--- src/rtl/byte_serial_add_defs_pkg.sv ---
`default_nettype none
// ============================================================================
//  Module      : byte_serial_add_defs_pkg
//  Description : Shared definitions for the byte-serial add/subtract
//                sequencer: FSM state encoding, default slice count and
//                a constant ceil(log2) helper.
//  Revision    : 1.0 - initial release
// ============================================================================
package byte_serial_add_defs_pkg;

    // FSM state encoding
    localparam logic [0:0] S_IDLE = 1'b0;
    localparam logic [0:0] S_RUN  = 1'b1;

    // Default number of byte slices per operand
    localparam int NBYTES_DEFAULT = 4;

    // Ceiling log2 for sizing the byte index (value >= 2)
    function automatic int clog2(input int value);
        int r;
        r = 0;
        for (int v = value - 1; v > 0; v = v >> 1) begin
            r = r + 1;
        end
        return r;
    endfunction

endpackage
`default_nettype wire

--- src/rtl/byte_serial_add_ctrl_rca.sv ---
`default_nettype none
// ============================================================================
//  Module      : byte_serial_add_ctrl_rca
//  Description : Plain 8-bit ripple-carry adder; the shared datapath slice
//                that the sequencer time-multiplexes across operand bytes.
//  Revision    : 1.0 - initial release
// ============================================================================
module byte_serial_add_ctrl_rca (
    input  logic [7:0] i_a,
    input  logic [7:0] i_b,
    input  logic       i_cin,
    output logic [7:0] o_sum,
    output logic       o_cout
);

    logic [8:0] w_c;

    assign w_c[0] = i_cin;

    // One full adder per bit, carry rippling from bit 0 upward
    generate
        for (genvar gi = 0; gi < 8; gi++) begin : g_bit
            assign o_sum[gi]  = i_a[gi] ^ i_b[gi] ^ w_c[gi];
            assign w_c[gi+1]  = (i_a[gi] & i_b[gi]) | (w_c[gi] & (i_a[gi] ^ i_b[gi]));
        end
    endgenerate

    assign o_cout = w_c[8];

endmodule
`default_nettype wire

--- src/rtl/byte_serial_add_ctrl.sv ---
`default_nettype none
// ============================================================================
//  Module      : byte_serial_add_ctrl
//  Description : Wide (8*NBYTES-bit) add/subtract sequencer. One shared
//                8-bit ripple-carry adder processes a byte per clock, LSB
//                byte first, with the carry registered between bytes.
//                Optional macro BYTE_SERIAL_ADD_ACC_EN adds an 'acc' input
//                that feeds the previous result back as operand A.
//  Revision    : 1.0 - initial release
// ============================================================================
module byte_serial_add_ctrl
    import byte_serial_add_defs_pkg::*;
#(
    parameter int NBYTES = NBYTES_DEFAULT
) (
    input  logic                clk,
    input  logic                rst,
    input  logic                start,
    input  logic                sub,
`ifdef BYTE_SERIAL_ADD_ACC_EN
    input  logic                acc,
`endif
    input  logic [8*NBYTES-1:0] a,
    input  logic [8*NBYTES-1:0] b,
    output logic                busy,
    output logic                done,
    output logic [8*NBYTES-1:0] result,
    output logic                cout,
    output logic                overflow
);

    localparam int W    = 8 * NBYTES;
    localparam int IDXW = clog2(NBYTES);
    localparam logic [IDXW-1:0] c_last_idx = IDXW'(NBYTES - 1);

    logic [0:0]      r_state;
    logic [IDXW-1:0] r_idx;
    logic [W-1:0]    r_opa;
    logic [W-1:0]    r_opb;
    logic            r_carry;
    logic [W-1:0]    r_result;
    logic            r_busy;
    logic            r_done;
    logic            r_cout;
    logic            r_ovf;

    logic [IDXW+2:0] w_base;
    logic [7:0]      w_a_byte;
    logic [7:0]      w_b_byte;
    logic [7:0]      w_sum;
    logic            w_cout;
    logic [W-1:0]    w_opa_src;
    logic            w_last;

    // Bit offset of the byte currently being processed
    assign w_base   = {r_idx, 3'b000};
    assign w_a_byte = r_opa[w_base +: 8];
    assign w_b_byte = r_opb[w_base +: 8];
    assign w_last   = (r_idx == c_last_idx);

`ifdef BYTE_SERIAL_ADD_ACC_EN
    // Accumulate mode reuses the held result as operand A
    assign w_opa_src = acc ? r_result : a;
`else
    assign w_opa_src = a;
`endif

    byte_serial_add_ctrl_rca u_rca (
        .i_a    (w_a_byte),
        .i_b    (w_b_byte),
        .i_cin  (r_carry),
        .o_sum  (w_sum),
        .o_cout (w_cout)
    );

    // FSM, operand latching, byte write-back and handshake
    always_ff @(posedge clk) begin
        if (rst) begin
            r_state  <= S_IDLE;
            r_idx    <= '0;
            r_opa    <= '0;
            r_opb    <= '0;
            r_carry  <= 1'b0;
            r_result <= '0;
            r_busy   <= 1'b0;
            r_done   <= 1'b0;
            r_cout   <= 1'b0;
            r_ovf    <= 1'b0;
        end else begin
            r_done <= 1'b0;
            if (r_state == S_IDLE) begin
                if (start) begin
                    // Subtraction is a + ~b + 1: invert B here, carry-in 1
                    r_opa    <= w_opa_src;
                    r_opb    <= sub ? ~b : b;
                    r_carry  <= sub;
                    r_idx    <= '0;
                    r_busy   <= 1'b1;
                    r_result <= '0;
                    r_state  <= S_RUN;
                end
            end else begin
                r_result[w_base +: 8] <= w_sum;
                r_carry               <= w_cout;
                if (w_last) begin
                    // Signed overflow: equal-sign inputs yielding a sign flip
                    r_cout  <= w_cout;
                    r_ovf   <= (r_opa[W-1] == r_opb[W-1]) && (w_sum[7] != r_opa[W-1]);
                    r_done  <= 1'b1;
                    r_busy  <= 1'b0;
                    r_idx   <= '0;
                    r_state <= S_IDLE;
                end else begin
                    r_idx <= r_idx + IDXW'(1);
                end
            end
        end
    end

    assign busy     = r_busy;
    assign done     = r_done;
    assign result   = r_result;
    assign cout     = r_cout;
    assign overflow = r_ovf;

endmodule
`default_nettype wire

--- config.mk ---
export PLATFORM = sky130hd
export DESIGN_NAME = byte_serial_add_ctrl
export DESIGN_NICKNAME = d
export VERILOG_FILES = /design/src/rtl/byte_serial_add_defs_pkg.sv /design/src/rtl/byte_serial_add_ctrl_rca.sv /design/src/rtl/byte_serial_add_ctrl.sv
export SDC_FILE = /design/constraint.sdc
export NUM_CORES = 1
export LEC_CHECK = 0
export ABC_AREA = 1
export CORE_MARGIN = 5
export CORE_UTILIZATION = 37
export DETAILED_ROUTE_END_ITERATION = 8
export DONT_BUFFER_PORTS = 1
export PLACE_DENSITY_LB_ADDON = 0.15
export SYNTH_ARGS = -nofsm -noshare
export SYNTH_HDL_FRONTEND = slang
export SYNTH_SLANG_ARGS = --single-unit
--- constraint.sdc ---
create_clock -name clk -period 9.7 [get_ports clk]
set_input_delay 0.97 -clock clk [delete_from_list [all_inputs] [get_ports clk]]
set_output_delay 0.97 -clock clk [all_outputs]
set_load 0.01 [all_outputs]
* Word level (Yosys, flattened, before mapping) *
Index checks and enable logic that the tools add are counted.

storage, ports and cells
  register bits after elaboration = 104
  bits of input ports = 68
  output and inout port bits = 36
  logic and storage cells = 84

operators by class
  add/subtract/negate cells = 2
  equal/unequal tests = 4
  shifts and indexed selects = 4
  multiplexer cells = 16
  bitwise logic cells = 42
  reductions and logical operators = 6

operators by type and width
  kind                      number
  $mux W32                  3
  $shiftx A32 B6 Y8         2
  $bwmux W32                1
  $not A32 Y32              1
  $shift A8 B7 Y32 const A  1
  $shiftx A8 B7 Y32         1
  $and A1 B1 Y1             16
  $xor A1 B1 Y1             16
  $mux W1                   9
  $or A1 B1 Y1              8
  $neg A5 Y7                1
  $mux W2                   3
  $reduce_and A2 Y1         3
  $add A2 B1 Y2 const B     1
  $eq A2 B2 Y1 const B      1
  $ne A2 B1 Y1 const B      1
  $reduce_bool A2 Y1        1
  $reduce_or A2 Y1          1
  $eq A1 B1 Y1              1
  $logic_and A1 B1 Y1       1
  $ne A1 B1 Y1              1
  $not A1 Y1                1

* Logic depth before layout (Yosys ltp) *
  word-level depth = 20
  mapped depth = 21
  gate-level depth less buffers = 19

* Cells and area by module *
From an unflattened synthesis, not the netlist that was laid out.

second synthesis, totals
  cell total of the unflattened synthesis = 666
  area, all modules = 4973.5 sq um

modules (own cells, without submodules)
  module                    instances  cells each  area each (sq um)
  byte_serial_add_ctrl      1          648         4775.8
  byte_serial_add_ctrl_rca  1          18          197.7

* Worst setup path before layout *
OpenSTA, ideal clock, no wires.

  kind = register to register
  from = register r_idx[0]
  to = register r_result[31] (netlist: result[31])
  library setup time = 0.132 ns
  arrival = 4.209 ns
  data required time = 9.568 ns
  path slack = 5.359 ns
  stages on the path, launching flop included = 22
  buffers on the path = 2
  clock period less this slack = 4.341 ns
  cells stage by stage = dfxtp_1 buf_6 inv_2 clkbuf_1 nand2_1 nand3_1 nand2_1 fa_1 fa_1 fa_1 fa_1 fa_1 inv_1 fa_1 inv_1 fa_1 inv_1 fa_1 nand2_1 nor2_1 nand2_1 a21oi_1

on the way
  word-level cells in the longest chain between the ends = 20

RTL lines
  item                                  RTL line                                                        source
  start: declaration                    byte_serial_add_ctrl.sv:37                                      logic [IDXW-1:0] r_idx;
  start signal: assignment              byte_serial_add_ctrl.sv:114                                     r_idx <= r_idx + IDXW'(1);
  $shiftx A32 B6 Y8 (on tied branches)  byte_serial_add_ctrl.sv:57, byte_serial_add_ctrl.sv:58
  $xor A1 B1 Y1                         byte_serial_add_ctrl_rca.sv:23, byte_serial_add_ctrl_rca.sv:24
  $and A1 B1 Y1                         byte_serial_add_ctrl_rca.sv:24                                  assign w_c[gi+1] = (i_a[gi] & i_b[gi]) | (w_c[gi] & (i_a[gi] ^ i_b[gi]));
  $or A1 B1 Y1                          byte_serial_add_ctrl_rca.sv:24
  $and A1 B1 Y1                         byte_serial_add_ctrl_rca.sv:24
  $or A1 B1 Y1                          byte_serial_add_ctrl_rca.sv:24
  $and A1 B1 Y1                         byte_serial_add_ctrl_rca.sv:24
  $or A1 B1 Y1                          byte_serial_add_ctrl_rca.sv:24
  [4 not listed]                        --
  $and A1 B1 Y1                         byte_serial_add_ctrl_rca.sv:24
  $or A1 B1 Y1                          byte_serial_add_ctrl_rca.sv:24
  $and A1 B1 Y1                         byte_serial_add_ctrl_rca.sv:24
  $or A1 B1 Y1                          byte_serial_add_ctrl_rca.sv:24
  $xor A1 B1 Y1                         byte_serial_add_ctrl_rca.sv:23                                  assign o_sum[gi] = i_a[gi] ^ i_b[gi] ^ w_c[gi];
  $shiftx A8 B7 Y32                     byte_serial_add_ctrl.sv:103                                     r_result[w_base +: 8] <= w_sum;
  $bwmux W32 (*)                        byte_serial_add_ctrl.sv:103
  $mux W32 (*)                          byte_serial_add_ctrl.sv:91                                      if (r_state == S_IDLE) begin
  end signal: indexed assignment        byte_serial_add_ctrl.sv:103
  end: declaration                      byte_serial_add_ctrl.sv:41                                      logic [W-1:0] r_result;

Mark *: on every way between the ends. The rest lies on a longest branch, timed or not.
A chain may end at the register's enable or synchronous reset.

* Final worst setup path *
  from = register r_idx[1]
  to = register r_result[31] (netlist: result[31])

Same word-level chain as after synthesis.

==> flow_summary.toml <==
[clock_tree]
cts_num_sinks = 104
numCtsBuffers = 9
htree_levels = 3
clk_pin_slew_ps = 60
insertion_delay_ps = 350
cts_tree = "done"
post-cts-setup-buffers = 0
cts_resized = 0
hold_buffers = 0
clk_path_buf_depth = 2
cts_root_buffer = "clkbuf_16"

[synthesis]
synth_adder_area_share = 0.0436
ys_async_sr_fraction = 0
synth_compound_area_frac = 0.148
synth_simple_gate_area_share = 0.238
yosys-mux-area-fraction = 0
synth_top_family_by_area = "simple AND/OR/NAND/NOR gates"
synth_edf_count = 0
synth_xor_xnor_area_share = 0.0617
netlist_instances = 635
yosys_warnings = 0
seq_area_frac_synth = 0.432
synth_top_flop_cell = "dfxtp_1"
yosys_register_bits = 104
syn-cell-area_sq_um = 4820
yosysUniqueCellTypes = 24
synth.top_cell.area_share = 0.432
synth_nets = 715
synth_area_leaders = "dfxtp_1, nand2_1, nand3_1"
synth.avg_cell_area_sq_um = 7.60
synth_largest_area_cell = "dfxtp_1"

[finish]
fin_cells = 780
final_cell_area_sq_um = 5030
drive_gt1_frac = 0.0345
syn2layout_area_growth_pct = 4.36
fillCellCount = 1431
register_area_sq_um = 2080
utilization = 0.396
diodes = 0
multi_input_area_sq_um = 2370
final_nets = 683

[worst_setup_path]
crit_chain = "inv_1, nand3_1, nand2_1, fa_1, fa_1, fa_1, fa_1, fa_1, inv_1, fa_1, inv_1, fa_1, inv_1, fa_1, nand2_1, nor2_1, nand2_1, a21oi_1"
worst-path-buf-inv = 4
reg2reg_depth = 18
worst_setup_path_end_kind = "register"
path_common_cell = "fa_1"
critical-path-top-delay-family = "adder cells"
critPathRequiredTime_ps = 9940
cp.arrival_ps = 5370
rrSetupSlack_ps = 4580
cp_slowest_cell = "dfxtp_1"
cp.depth = 18
reg2reg_from = "r_idx[1]"
startpoint_type = "register"
slowest_delay_ps = 780
critPathMaxFanout = 20
critPathKind = "reg2reg"
reg2reg_to = "result[31]"

[pwr]
irDropWorstVdd_mv = 0.0796
power.leakage_nw = 1.86
power_density_nw_per_um2 = 188
finalPower_mw = 0.945

[detailed_routing]
routed_wl_um = 12200
dr.pass1.iters = 4
num_vias = 3897
drc = 0
drtIter0Drc = 227
postRouteAntennaNets = 0
wl_per_cell_um = 15.6
viasPerCell = 5.00

[hold_path]
hold_start = "r_opa[19]"
whs_endpoint = "r_opa[19]"
hold_depth = 2
hp-class = "reg2reg"

[sta]
hold_ws_ps = 489
tns_ps = 0
fmax_mhz = 195
fin_crit_ps = 5120
fin_ws_ps = 4580
hold_violations = 0
finalSetupViolations = 0
fin_crit_sh = 0.528
slew_viol_final = 0
max-slew-margin-rel = 0.396
tightest_slew_ps = 907
grt_setup_unrepaired = "false"
clock_skew_ps = 5.92

[floorplan]
ios = 104
die_area_sq_um = 15400
core_sq_um = 12700
die_w_um = 124
die_y_um = 124
rows = 41
start_util = 0.379

[run]
drv_cap = 0

[place]
pre_cts_ws_ps = 4620
dp_cells = 764
portBuffers = 0
dp.final_hpwl_um = 8820
placed_cell_area_sq_um = 4770
place_congestion = 0.854

[global_route]
grt_max_degree = 99
grt-ovfl-total = 0
grt_pass1_wl_um = 19500
first_global_vias = 3866
track_usage = 0.164
antenna_found_initial = 0

[status]
status = "finished, final reports clean"
-- metal layers --
metal,up-vias,part of all wire,global-route usage
met1,1786,0.45,0.206
li1,2023,-,-
met2,79,0.47,0.270
met3,9,0.064,0.0486
met5,-,0,0
met4,0,0.0096,0.0575
-- placed cells by master, fill, tap and decap left out, drive strengths merged --
cell type / instances
dfxtp: 104
nand2: 101
nor2: 99
nand3: 74
o21ai: 73
a21oi: 65
xnor2: 33
inv: 24
clkbuf: 16
fa: 8
o22ai: 4
ha: 4
buf: 2
xor2: 1
-- sequential cells by signal, indices dropped and copies added (netlist names) --
signal    count
cout          1
r_opa        32
r_opb        32
busy          1
result       32
r_carry       1
r_state       1
overflow      1
r_idx         2
done          1
-- tightest hold or removal path, stage by stage (launching register included) --
cell,delay [ps]
dfxtp_1,320
nor2_1,50
nor2_1,80
-- kinds of logic (layout without fill, tap and decap cells) --
logic type	Yosys count	count (layout)
AND/OR/NAND/NOR	274	274
buffers and inverters	69	42
XOR/XNOR	34	34
AO/OA/AOI/OAI	142	142
flip-flops	104	104
adder cells (fa/ha/maj)	12	12
-- power by group --
group	switching, mW	internal, mW
Clock	0.148	0.182
Sequential	0.0193	0.453
Combinational	0.0906	0.0522
Total	0.258	0.687
-- cells in the mapped netlist (3+ instances only) --
cell type and count:
nand3_1 74, inv_1 21, a21oi_1 65, clkbuf_1 11
buf_4 6, o22ai_1 4, inv_2 3, buf_6 8
xnor2_1 33, nor2_2 3, fa_1 8, ha_1 4
dfxtp_1 104, o21ai_1 30, nor2_1 95, o21ai_0 43
buf_2 16, nand2_1 99
-- layout make-up --
cell class / instances / share of cell area
Tap cell: 172 / 0.0428
Sequential cell: 104 / 0.414
Timing Repair Buffer: 2 / 0.00298
Clock buffer: 16 / 0.0520
Inverter: 24 / 0.0179
Multi-Input combinational cell: 462 / 0.471
-- how the worst max path moves through the flow --
stage	from	endpoint	slack, ps
2_1_floorplan	r_idx[0]	result[31]	5360
3_3_place_gp	r_idx[1]	result[31]	4740
3_5_place_dp	r_idx[1]	result[31]	4620
4_1_cts	r_idx[1]	result[31]	4600
5_1_grt	r_idx[1]	result[31]	4230
6_report	r_idx[1]	result[31]	4580
Power figures use the tool's default switching activity.
